### src/rtl/timer_dev_if.sv
// Peripheral-bus view of the timer: word select, write strobe, write/read data
// and the interrupt line toward CP0.
interface timer_dev_if;
    logic [1:0]  Addr;
    logic        WE;
    logic [31:0] DataIn;
    logic [31:0] DataOut;
    logic        IRQ;

    modport master (
        output Addr,
        output WE,
        output DataIn,
        input  DataOut,
        input  IRQ
    );

    modport slave (
        input  Addr,
        input  WE,
        input  DataIn,
        output DataOut,
        output IRQ
    );
endinterface

### src/rtl/timer_dev.sv
// Memory-mapped programmable down-counter with one-shot and auto-reload modes.
// Registers: CTRL (EN, MODE, IM), PRESET, COUNT (read-only).
module timer_dev #(
    parameter logic [31:0] PRESET_RST = 32'h0000_0000,
    parameter logic        IM_RST     = 1'b1
) (
    input  logic       clk,
    input  logic       reset,
    timer_dev_if.slave bus
);

    typedef enum logic [1:0] {
        ST_IDLE = 2'b00,
        ST_LOAD = 2'b01,
        ST_CNT  = 2'b10,
        ST_INT  = 2'b11
    } state_t;

    localparam logic [1:0] ADDR_CTRL   = 2'd0;
    localparam logic [1:0] ADDR_PRESET = 2'd1;
    localparam logic [1:0] ADDR_COUNT  = 2'd2;
    localparam logic [1:0] MODE_AUTO   = 2'b01;

    state_t      state_q,     state_d;
    logic        ctrl_en_q,   ctrl_en_d;
    logic [1:0]  ctrl_mode_q, ctrl_mode_d;
    logic        ctrl_im_q,   ctrl_im_d;
    logic [31:0] preset_q,    preset_d;
    logic [31:0] count_q,     count_d;
    logic        irq_pend_q,  irq_pend_d;

    logic        wr_ctrl_s;
    logic        wr_preset_s;
    logic [31:0] rdata_s;

    assign wr_ctrl_s   = bus.WE && (bus.Addr == ADDR_CTRL);
    assign wr_preset_s = bus.WE && (bus.Addr == ADDR_PRESET);

    // Sequencer, counter, pending flag and bus register updates.
    always_comb begin
        state_d     = state_q;
        ctrl_en_d   = ctrl_en_q;
        ctrl_mode_d = ctrl_mode_q;
        ctrl_im_d   = ctrl_im_q;
        preset_d    = preset_q;
        count_d     = count_q;
        irq_pend_d  = irq_pend_q;

        case (state_q)
            ST_IDLE: begin
                if (ctrl_en_q) begin
                    state_d = ST_LOAD;
                end else begin
                    state_d = ST_IDLE;
                end
            end
            ST_LOAD: begin
                count_d = preset_q;
                state_d = ST_CNT;
            end
            ST_CNT: begin
                if (!ctrl_en_q) begin
                    state_d = ST_IDLE;
                end else if (count_q > 32'd1) begin
                    count_d = count_q - 32'd1;
                end else begin
                    // PRESET of 0 lands here straight after LOAD, same as PRESET of 1.
                    count_d = 32'd0;
                    state_d = ST_INT;
                end
            end
            ST_INT: begin
                if (ctrl_mode_q == MODE_AUTO) begin
                    state_d = ST_LOAD;
                end else begin
                    ctrl_en_d = 1'b0;
                    state_d   = ST_IDLE;
                end
            end
            default: begin
                state_d = ST_IDLE;
            end
        endcase

        // Setting the flag beats any clear arriving in the same cycle.
        if (state_q == ST_INT) begin
            irq_pend_d = 1'b1;
        end else if (wr_ctrl_s || wr_preset_s) begin
            irq_pend_d = 1'b0;
        end else if (irq_pend_q && (ctrl_mode_q == MODE_AUTO)) begin
            irq_pend_d = 1'b0;
        end else begin
            irq_pend_d = irq_pend_q;
        end

        // Software writes override the hardware EN clear.
        if (wr_ctrl_s) begin
            ctrl_en_d   = bus.DataIn[0];
            ctrl_mode_d = bus.DataIn[2:1];
            ctrl_im_d   = bus.DataIn[3];
        end else begin
            ctrl_mode_d = ctrl_mode_q;
            ctrl_im_d   = ctrl_im_q;
        end

        if (wr_preset_s) begin
            preset_d = bus.DataIn;
        end else begin
            preset_d = preset_q;
        end
    end

    // Register bank with asynchronous reset.
    always_ff @(posedge clk or posedge reset) begin
        if (reset) begin
            state_q     <= ST_IDLE;
            ctrl_en_q   <= 1'b0;
            ctrl_mode_q <= 2'b00;
            ctrl_im_q   <= IM_RST;
            preset_q    <= PRESET_RST;
            count_q     <= 32'd0;
            irq_pend_q  <= 1'b0;
        end else begin
            state_q     <= state_d;
            ctrl_en_q   <= ctrl_en_d;
            ctrl_mode_q <= ctrl_mode_d;
            ctrl_im_q   <= ctrl_im_d;
            preset_q    <= preset_d;
            count_q     <= count_d;
            irq_pend_q  <= irq_pend_d;
        end
    end

    // Read-data selection.
    always_comb begin
        rdata_s = 32'd0;
        case (bus.Addr)
            ADDR_CTRL:   rdata_s = {28'd0, ctrl_im_q, ctrl_mode_q, ctrl_en_q};
            ADDR_PRESET: rdata_s = preset_q;
            ADDR_COUNT:  rdata_s = count_q;
            default:     rdata_s = 32'd0;
        endcase
    end

    assign bus.DataOut = rdata_s;
    assign bus.IRQ     = irq_pend_q & ctrl_im_q;

endmodule
### src/flat_wrapper.sv
// flat-port wrapper written by rule: the top's interface ports become plain ports
module timer_dev_flat 
#(
    parameter logic [31:0] PRESET_RST = 32'h0000_0000,
    parameter logic        IM_RST     = 1'b1
)
  (clk, reset, bus_Addr, bus_WE, bus_DataIn, bus_DataOut, bus_IRQ);
  timer_dev_if bus_i ();
  input  logic clk;
  input  logic reset;
  input wire logic [$bits(bus_i.Addr)-1:0] bus_Addr;
  input wire logic [$bits(bus_i.WE)-1:0] bus_WE;
  input wire logic [$bits(bus_i.DataIn)-1:0] bus_DataIn;
  output wire logic [$bits(bus_i.DataOut)-1:0] bus_DataOut;
  output wire logic [$bits(bus_i.IRQ)-1:0] bus_IRQ;
  assign bus_i.Addr = bus_Addr;
  assign bus_i.WE = bus_WE;
  assign bus_i.DataIn = bus_DataIn;
  assign bus_DataOut = bus_i.DataOut;
  assign bus_IRQ = bus_i.IRQ;
  timer_dev #(.PRESET_RST(PRESET_RST), .IM_RST(IM_RST)) u_core (.clk(clk), .reset(reset), .bus(bus_i));
endmodule
### config.mk
export PLATFORM = sky130hd
export DESIGN_NAME = timer_dev_flat
export DESIGN_NICKNAME = d
export VERILOG_FILES = /design/src/rtl/timer_dev_if.sv /design/src/rtl/timer_dev.sv /design/src/flat_wrapper.sv
export SDC_FILE = /design/constraint.sdc
export NUM_CORES = 1
export LEC_CHECK = 0
export ABC_AREA = 1
export CORE_MARGIN = 8
export CORE_UTILIZATION = 58
export DETAILED_ROUTE_END_ITERATION = 10
export PLACE_DENSITY = 0.83
export SLEW_MARGIN = 40
export SYNTH_ARGS = -nofsm -noshare
export SYNTH_HDL_FRONTEND = slang
export SYNTH_SLANG_ARGS = --single-unit
### constraint.sdc
create_clock -name clk -period 4.7 [get_ports clk]
set_input_delay 0.94 -clock clk [delete_from_list [all_inputs] [get_ports clk]]
set_output_delay 0.94 -clock clk [all_outputs]
set_load 0.02 [all_outputs]
# Yosys cells after proc, flatten, opt, wreduce, memory -nomap -nowiden
# Index checks and enable logic that the tools add are counted.
[word_totals]
register_bits = 71
input_bits = 37
[classes]
addsub = 1
order_cmp = 1
eq_ne = 9
muxes = 15
bitwise_logic = 1
reduce_logical = 11
[ops]
columns = ["cell", "count"]
rows = [
  ["32-bit one-hot mux with 3 select lines", 1],
  ["32-bit two-way mux", 2],
  ["32-bit one-hot mux with 2 select lines", 1],
  ["32-bit by 1-bit > comparator with 1-bit output, second input constant", 1],
  ["32-bit by 1-bit subtractor with 32-bit output, second input constant", 1],
  ["1-bit two-way mux", 8],
  ["2-bit one-hot mux with 4 select lines", 1],
  ["2-bit by 1-bit equality test with 1-bit output, second input constant", 3],
  ["2-bit equality test, second input constant", 3],
  ["2-bit logical NOT", 2],
  ["2-bit two-way mux", 2],
  ["2-bit by 1-bit inequality test with 1-bit output, second input constant", 2],
  ["2-bit AND reduction", 2],
  ["2-bit nonzero test", 2],
  ["1-bit logical AND", 3],
  ["3-bit inequality test, second input constant", 1],
  ["3-bit nonzero test", 1],
  ["1-bit AND", 1],
  ["1-bit logical OR", 1],
]

# Logic depth before layout (Yosys ltp)
# Gate-level depths: netlist (run 1).
[depth]
ltp_word = 5
ltp_mapped = 12

# Worst setup path after synthesis (run 1)
# OpenSTA, ideal clock, no wires.
[synth_path]
path_type = "input to output"
from = "input port bus_Addr[0]"
to = "output port bus_DataOut[10]"
arrival_ns = 1.805
setup_slack_ns = 1.955
stages = 4
cell_sequence = "inv_1 nand2_1 clkbuf_1 o21ai_0"
[synth_via]
elab_chain_len = 2
[synth_lines]
columns = ["element", "line", "rtl"]
rows = [
  ["start: declaration", "flat_wrapper.sv:11", "input wire logic [$bits(bus_i.Addr)-1:0] bus_Addr;"],
  ["2-bit equality test (tied with other cells)", "timer_dev.sv:137", "case (bus.Addr)"],
  ["32-bit one-hot mux with 3 select lines (*)", "timer_dev.sv:137", ""],
  ["end: declaration", "flat_wrapper.sv:14", "output wire logic [$bits(bus_i.DataOut)-1:0] bus_DataOut;"],
]
# Mark *: on every way between the ends. The rest lies on a longest branch, timed or not.

# Worst setup path in the final report (run 1)
[layout_path]
from = "input port bus_Addr[1]"
to = "output port bus_DataOut[8]"
# Same word-level chain as after synthesis.

==> out/metrics.csv, run 1 <==
stage;metric;value;unit
route;remaining antenna violation count;0;
sta;PnR worst setup slack;0.725;ns
worst_setup_path;crit start category;input pin;
power;leakage;2.28;nW
global_route;first-pass GRT wire length;20400;um
power;worst vdd ir;0.290;mV
global_route;vias in the first global route;4248;
placed_design;DP Worst Slack;0.743;ns
cells_and_area;footprint of the multi-input gates;0.00215;mm^2
sta;normalized max-slew margin;53.7;%
logic_synthesis;post-synth top area share;40.9;%
floorplanning;die width;102;um
logic_synthesis;Synthesis Warnings;0;
sta;setup_tns;0;ns
cts;CTS resizes;0;
route;total wire length;12300;um
placed_design;dpl hpwl;8630;um
floorplanning;Die Height;102;um
power;PwrDens;569;mW/mm^2
floorplanning;initial core utilization;59.3;%
route;DR pass1 iterations;5;
route;Routed WL per cell;16.3;um
logic_synthesis;Area contributors post-synth;dfrtp_1, nand2_1, o21ai_0;
cells_and_area;register area;0.00178;mm^2
worst_setup_path;CP Max Fanout;20;
logic_synthesis;sequential area share after synthesis;41.5;%
floorplanning;Die ar.;0.0104;mm^2
logic_synthesis;Synth Register Bits;71;
logic_synthesis;synth cell count leaders;nand2_1, nor2_1, o21ai_0;
worst_setup_path;Worst Path Required;3.76;ns
cts;CTS H-Tree Depth;3;
sta;RSZ-0062 raised after global routing;no;
cts;Worst-path clk slew;0.07;ns
sta;Slew Limit Fails;0;
logic_synthesis;syn_area_per_cell;7.35;um^2
cts;CTS tree;done;
logic_synthesis;post-synth top area cell;dfrtp_1;
run;Max Cap Viol;0;
logic_synthesis;Synth Net Count;621;
floorplanning;core area;0.00721;mm^2
cts;clock buffer depth;2;
outcome;status;complete, no violations;
logic_synthesis;Mapped Cells;582;
cts;Post-CTS Setup Repair Bufs;0;
floorplanning;Rows;31;
logic_synthesis;FFs w/ async S/R, synth;100;%
worst_setup_path;WP data arrival;3.04;ns
global_route;pin count of the biggest net entering global routing;50;
cts;root buffer cell;clkbuf_8;
route;DR iter-0 viols;305;
global_route;initial antenna violation count;0;
sta;Setup Viol. Count Final;0;
route;vias after detailed routing;4260;
global_route;gr usage total;24.9;%
sta;Hold Fails Final Rpt;0;
logic_synthesis;most used flip-flop cell after synthesis;dfrtp_1;
route;Post-route DRC;0;
sta;slew of the pin with the lowest slew margin;0.692;ns
global_route;grt ovf;0;
logic_synthesis;synthesized area;0.00428;mm^2
sta;Period minus WS final;3.98;ns
cts;Worst-Skew Late Latency;0.35;ns
worst_setup_path;critical path type;input pin to output port;
sta;Max Fclk;0.252;GHz
placed_design;gpl congestion;0.907;
cts;hold buffer count at cts;0;
sta;Final Cycle Share;84.6;%
logic_synthesis;most frequent cell after synthesis;nand2_1;
cells_and_area;ANT cells;0;
cells_and_area;fillcell total;569;
route;via/cell ratio;5.67;
worst_hold_path;hold crit path type;flop to flop;
sta;Final Skew;0.0128;ns
worst_setup_path;CP Capture Type;output port;
logic_synthesis;Post-synth EDFFs;0;
cts;CTS buffer count;9;
cts;clk sinks;71;
logic_synthesis;Distinct cells, synth;25;
cells_and_area;fin nets;686;
floorplanning;Boundary Pins;70;
placed_design;Port-buffer cells;69;
power;Tot Pwr;3.02;mW
cells_and_area;Area growth, synth to finish;24.1;%
cells_and_area;layout cells sized above 1;12.0;%
[placed cells by master, fill, tap and decap left out, types with 2 or more instances in the layout]
| master | netlist | final |
|---|---|---|
| nand4_1 | 7 | 7 |
| inv_1 | 62 | 61 |
| o22ai_1 | 7 | 7 |
| nand2_1 | 109 | 108 |
| nand2_2 | 6 | 6 |
| clkbuf_1 | 13 | 2 |
| inv_2 | 4 | 4 |
| xor2_1 | 3 | 3 |
| buf_4 | 0 | 5 |
| a21oi_1 | 41 | 41 |
| mux2_2 | 22 | 22 |
| dfrtp_1 | 70 | 70 |
| clkbuf_8 | 0 | 11 |
| nor2_1 | 93 | 93 |
| o21ai_2 | 2 | 2 |
| a21oi_2 | 2 | 2 |
| nor2_2 | 10 | 10 |
| ha_1 | 2 | 2 |
| nor2_4 | 5 | 5 |
| o21ai_0 | 75 | 75 |
| clkdlybuf4s50_1 | 0 | 69 |
| o211ai_1 | 4 | 4 |
| nand3_1 | 32 | 32 |
| nand3_2 | 4 | 4 |
| bufinv_16 | 0 | 3 |
[cell families (layout without fill, tap and decap cells)]
family	count (synthesis)	in the layout	share of synthesized area (%)
AO/OA/AOI/OAI	131	131	16.1
XOR/XNOR	3	3	0.614
adder cells (fa/ha/maj)	2	2	0.585
buffers and inverters	87	157	8.27
flip-flops	71	71	41.5
multiplexers	22	22	5.79
AND/OR/NAND/NOR	266	266	27.1
[worst max-delay path, stage by stage]
cell and delay (ns):
clkdlybuf4s50_1 0.57, nand2_1 0.32, buf_4 0.33, o21ai_0 0.21, clkdlybuf4s50_1 0.65
[where the power goes]
part           switching (mW)  internal [mW]
sequential              0.254          0.832
combinational           0.819          0.496
clock                   0.239          0.383
[sequential cells by signal, indices dropped and copies added (netlist names)]
name	count
u_core.count_q	32
u_core.ctrl_en_q	1
u_core.ctrl_im_q	1
u_core.ctrl_mode_q	2
u_core.irq_pend_q	1
u_core.preset_q	32
u_core.state_q	2
[through the flow]
step	instance area, um^2	utilization [%]	hold WS, ns	instances
global placement	5020	69.6	0.494	734
finish	5310	73.6	0.519	751
global route	5310	73.6	0.545	751
CTS	5280	73.2	0.522	750
detailed placement	5030	69.8	0.510	734
floorplan	4280	-	0.470	582
[cell type report]
cell class	count	share of cell area, %
Clock inverter	3	1.70
Clock buffer	13	2.99
Multi-Input combinational cell	424	40.6
Inverter	66	4.71
Timing Repair Buffer	75	14.2
Tap cell	99	2.33
Sequential cell	71	33.5
[layer usage]
| metal | track usage, % | share of wire [%] | up-vias |
|---|---|---|---|
| met1 | 30.2 | 41 | 2017 |
| met3 | 5.31 | 7.1 | 31 |
| met4 | 11.5 | 2.9 | 0 |
| met5 | 0 | 0 | - |
| li1 | - | - | 2025 |
| met2 | 41.3 | 49 | 187 |
[path summary, 6_finish.rpt]
kind | startpoint | to | slack [ns] | cells past startpoint
max | bus_Addr[1] | bus_DataOut[8] | 0.72 | 5
min | u_core.ctrl_im_q | u_core.ctrl_im_q | 0.52 | 2
max reg2reg | u_core.count_q[0] | u_core.count_q[20] | 2.67 | 12
min reg2reg | u_core.ctrl_im_q | u_core.ctrl_im_q | 0.52 | 2
max in group asynchronous | reset | u_core.ctrl_im_q | 2.87 | 3
min in group asynchronous | reset | u_core.count_q[24] | 1.02 | 2
(Power assumes the default switching activity.)
==> run 2: changes to the inputs <==
- CORE_UTILIZATION: 58 -> 49
- PLACE_DENSITY: 0.83 -> 0.74
- clock period: 4.7 -> 3.2 ns (I/O delays scaled with it)
==> run 2 against run 1 <==
  * Combinational power rose by 43%
  * Largest power group unchanged
  * Utilization fell by 12 points
  * Sequential share of layout area barely moved
  * Via count fell by 3.1%
  * Critical path depth did not move
  * Worst hold slack improved by 0.012 ns
  * Critical endpoint is now bus_DataOut[17]
==> out/metrics.csv, run 2 (synthesis gave the netlist of run 1 again) <==
stage;metric;value;unit;change
worst_setup_path;Crit path max-delay family;buffers and inverters;;unchanged
power;share of total power in the clock network;18.6;%;was 20.6%
route;Post-route DRC;0;;unchanged
power;Sw Share;44.2;%;was 43.4%
cts;hold buffer count at cts;0;;unchanged
worst_setup_path;largest stage delay on the critical path;0.63;ns;was 0.65 ns
cells_and_area;most frequent cells in the layout;nand2_1, nor2_1, o21ai_0, dfrtp_1, clkdlybuf4s50_1;;unchanged
route;DR pass1 iterations;5;;unchanged
power;Comb power frac;44.1;%;was 43.5%
sta;RSZ-0062 raised after global routing;no;;unchanged
sta;Final Skew;0.0101;ns;was 0.0128 ns
floorplanning;initial core utilization;49.8;%;was 59.3%
global_route;first-pass GRT wire length;20300;um;was 20400 um
power;Net Sw Power;1.89;mW;was 1.31 mW
global_route;grt ovf;0;;unchanged
run;Max Cap Viol;0;;unchanged
global_route;met3 usage;4.51;%;was 5.31%
floorplanning;die width;109;um;was 102 um
route;DR iter-0 viols;246;;was 305
worst_setup_path;CP Capture Type;output port;;unchanged
global_route;gr usage total;21.1;%;was 24.9%
sta;Slew Limit Fails;0;;unchanged
worst_hold_path;hold crit path type;flop to flop;;unchanged
sta;Final Cycle Share;93.6;%;
cts;Worst-path clk slew;0.08;ns;was 0.07 ns
placed_design;Port-buffer cells;69;;unchanged
placed_design;dpl hpwl;8690;um;was 8630 um
power;leakage;2.30;nW;was 2.28 nW
sta;Hold Fails Final Rpt;0;;unchanged
cells_and_area;Util after Layout;61.9;%;was 73.6%
sta;normalized max-slew margin;57.9;%;was 53.7%
cells_and_area;fin nets;692;;was 686
worst_setup_path;critical path type;input pin to output port;;unchanged
sta;Period minus WS final;2.99;ns;
cells_and_area;Area growth, synth to finish;24.3;%;was 24.1%
worst_setup_path;Worst Path Required;2.56;ns;was 3.76 ns
floorplanning;Rows;34;;was 31
cts;clk sinks;71;;unchanged
global_route;pin count of the biggest net entering global routing;72;;was 50
cells_and_area;most common cell after layout, fill and taps aside;nand2_1;;unchanged
worst_setup_path;crit start category;input pin;;unchanged
cts;CTS H-Tree Depth;3;;unchanged
power;Flop pwr share;37.2;%;was 35.9%
floorplanning;Die Height;109;um;was 102 um
cells_and_area;fillcell total;773;;was 569
cells_and_area;footprint of the multi-input gates;0.00215;mm^2;about the same
cts;Worst-Skew Late Latency;0.35;ns;about the same
cells_and_area;ANT cells;0;;unchanged
route;vias after detailed routing;4127;;was 4260
worst_setup_path;crit-path cells;clkdlybuf4s50_1 > nand2_1 > buf_4 > o21ai_0 > clkdlybuf4s50_1;;unchanged
worst_setup_path;CP Max Fanout;21;;was 20
worst_setup_path;slowest cell on the critical path;clkdlybuf4s50_1;;unchanged
route;remaining antenna violation count;0;;unchanged
cells_and_area;register area;0.00178;mm^2;unchanged
route;Routed WL per cell;15.6;um;was 16.3 um
placed_design;gpl congestion;0.915;;was 0.907
global_route;GR Util met1;25.3;%;was 30.2%
cells_and_area;layout cells sized above 1;12.6;%;was 12.0%
cts;CTS buffer count;9;;unchanged
sta;setup_tns;0;ns;unchanged
outcome;status;complete, no violations;;unchanged
global_route;routing usage on met2;36.3;%;was 41.3%
floorplanning;Boundary Pins;70;;unchanged
worst_setup_path;WP data arrival;2.35;ns;was 3.04 ns
global_route;vias in the first global route;4232;;was 4248
route;total wire length;11900;um;was 12300 um
power;Int Power;2.39;mW;was 1.71 mW
cts;CTS tree;done;;unchanged
global_route;GR peak layer;met2;;unchanged
worst_setup_path;cell mode on critical path;clkdlybuf4s50_1;;unchanged
global_route;initial antenna violation count;0;;unchanged
cts;clock buffer depth;2;;unchanged
sta;slew of the pin with the lowest slew margin;0.629;ns;was 0.692 ns
cts;root buffer cell;clkbuf_8;;unchanged
power;worst vdd ir;0.455;mV;was 0.290 mV
floorplanning;core area;0.00859;mm^2;was 0.00721 mm^2
floorplanning;Die ar.;0.0120;mm^2;was 0.0104 mm^2
power;PwrDens;806;mW/mm^2;was 569 mW/mm^2
worst_setup_path;Worst Path Buf+Inv;3;;unchanged
sta;Max Fclk;0.334;GHz;
route;via/cell ratio;5.39;;was 5.67
sta;Setup Viol. Count Final;0;;unchanged
cells_and_area;top flop regs;u_core.count_q: 32 flops, u_core.preset_q: 32 flops;;unchanged
==> run 2: final cells by class <==
cell class	count	area share, %
Multi-Input combinational cell	424	40.4
Sequential cell	71	33.4
Timing Repair Buffer	81	15.0
Inverter	66	4.66
Tap cell	108	2.54
Clock buffer	11	2.47
Clock inverter	5	1.55
==> run 2: per-stage QoR <==
stage               setup slack, ns  power [mW]  hold WS [ns]  instances  area (um^2)
floorplan                     0.765        2.86         0.470        582         4280
global placement             0.0705        3.43         0.500        750         5100
detailed placement           0.0405        3.49         0.512        750         5100
CTS                          0.0434        4.30         0.534        766         5320
global route                 0.0676        4.62         0.556        766         5320
finish                        0.206        4.28         0.531        766         5320
==> run 2: repair_timing <==
item	in CTS	in global routing
hold endpoints to repair	0	0
gates resized for setup	0	1
setup buffers	0	0
setup endpoints to repair	0	1
==> run 2: per-layer routing <==
layer  routed length (um)  vias to the layer above
li1                     -                     2040
met1                 5220                     1955
met2                 5790                      107
met3                  672                       25
met4                  256                        0
met5                    0                        -
==> run 2: path summary, 6_finish.rpt <==
path | startpoint | endpoint | slack, ns | cells after the start
max in group asynchronous | reset | u_core.ctrl_im_q | 2.17 | 3
worst max-delay path | bus_Addr[1] | bus_DataOut[17] | 0.21 | 5
worst max register to register | u_core.count_q[0] | u_core.count_q[2] | 0.89 | 12
worst min-delay path | u_core.ctrl_mode_q[0] | u_core.ctrl_mode_q[0] | 0.53 | 2
worst min register to register | u_core.ctrl_mode_q[0] | u_core.ctrl_mode_q[0] | 0.53 | 2
min in group asynchronous | reset | u_core.preset_q[22] | 0.67 | 3
==> run 2: power groups by stage <==
| stage | Sequential, mW | Clock [mW] | Combinational, mW |
|---|---|---|---|
| 2_1_floorplan | 1.49 | 0 | 1.37 |
| 3_3_place_gp | 1.58 | 0 | 1.84 |
| 3_5_place_dp | 1.60 | 0 | 1.89 |
| 4_1_cts | 1.58 | 0.813 | 1.90 |
| 5_1_grt | 1.64 | 0.845 | 2.14 |
| 6_report | 1.59 | 0.798 | 1.89 |
==> run 2: worst min-delay path, cell delays in order (launching register included) <==
cell and delay (ns):
dfrtp_1 0.38, nand2_1 0.06, o21ai_0 0.06
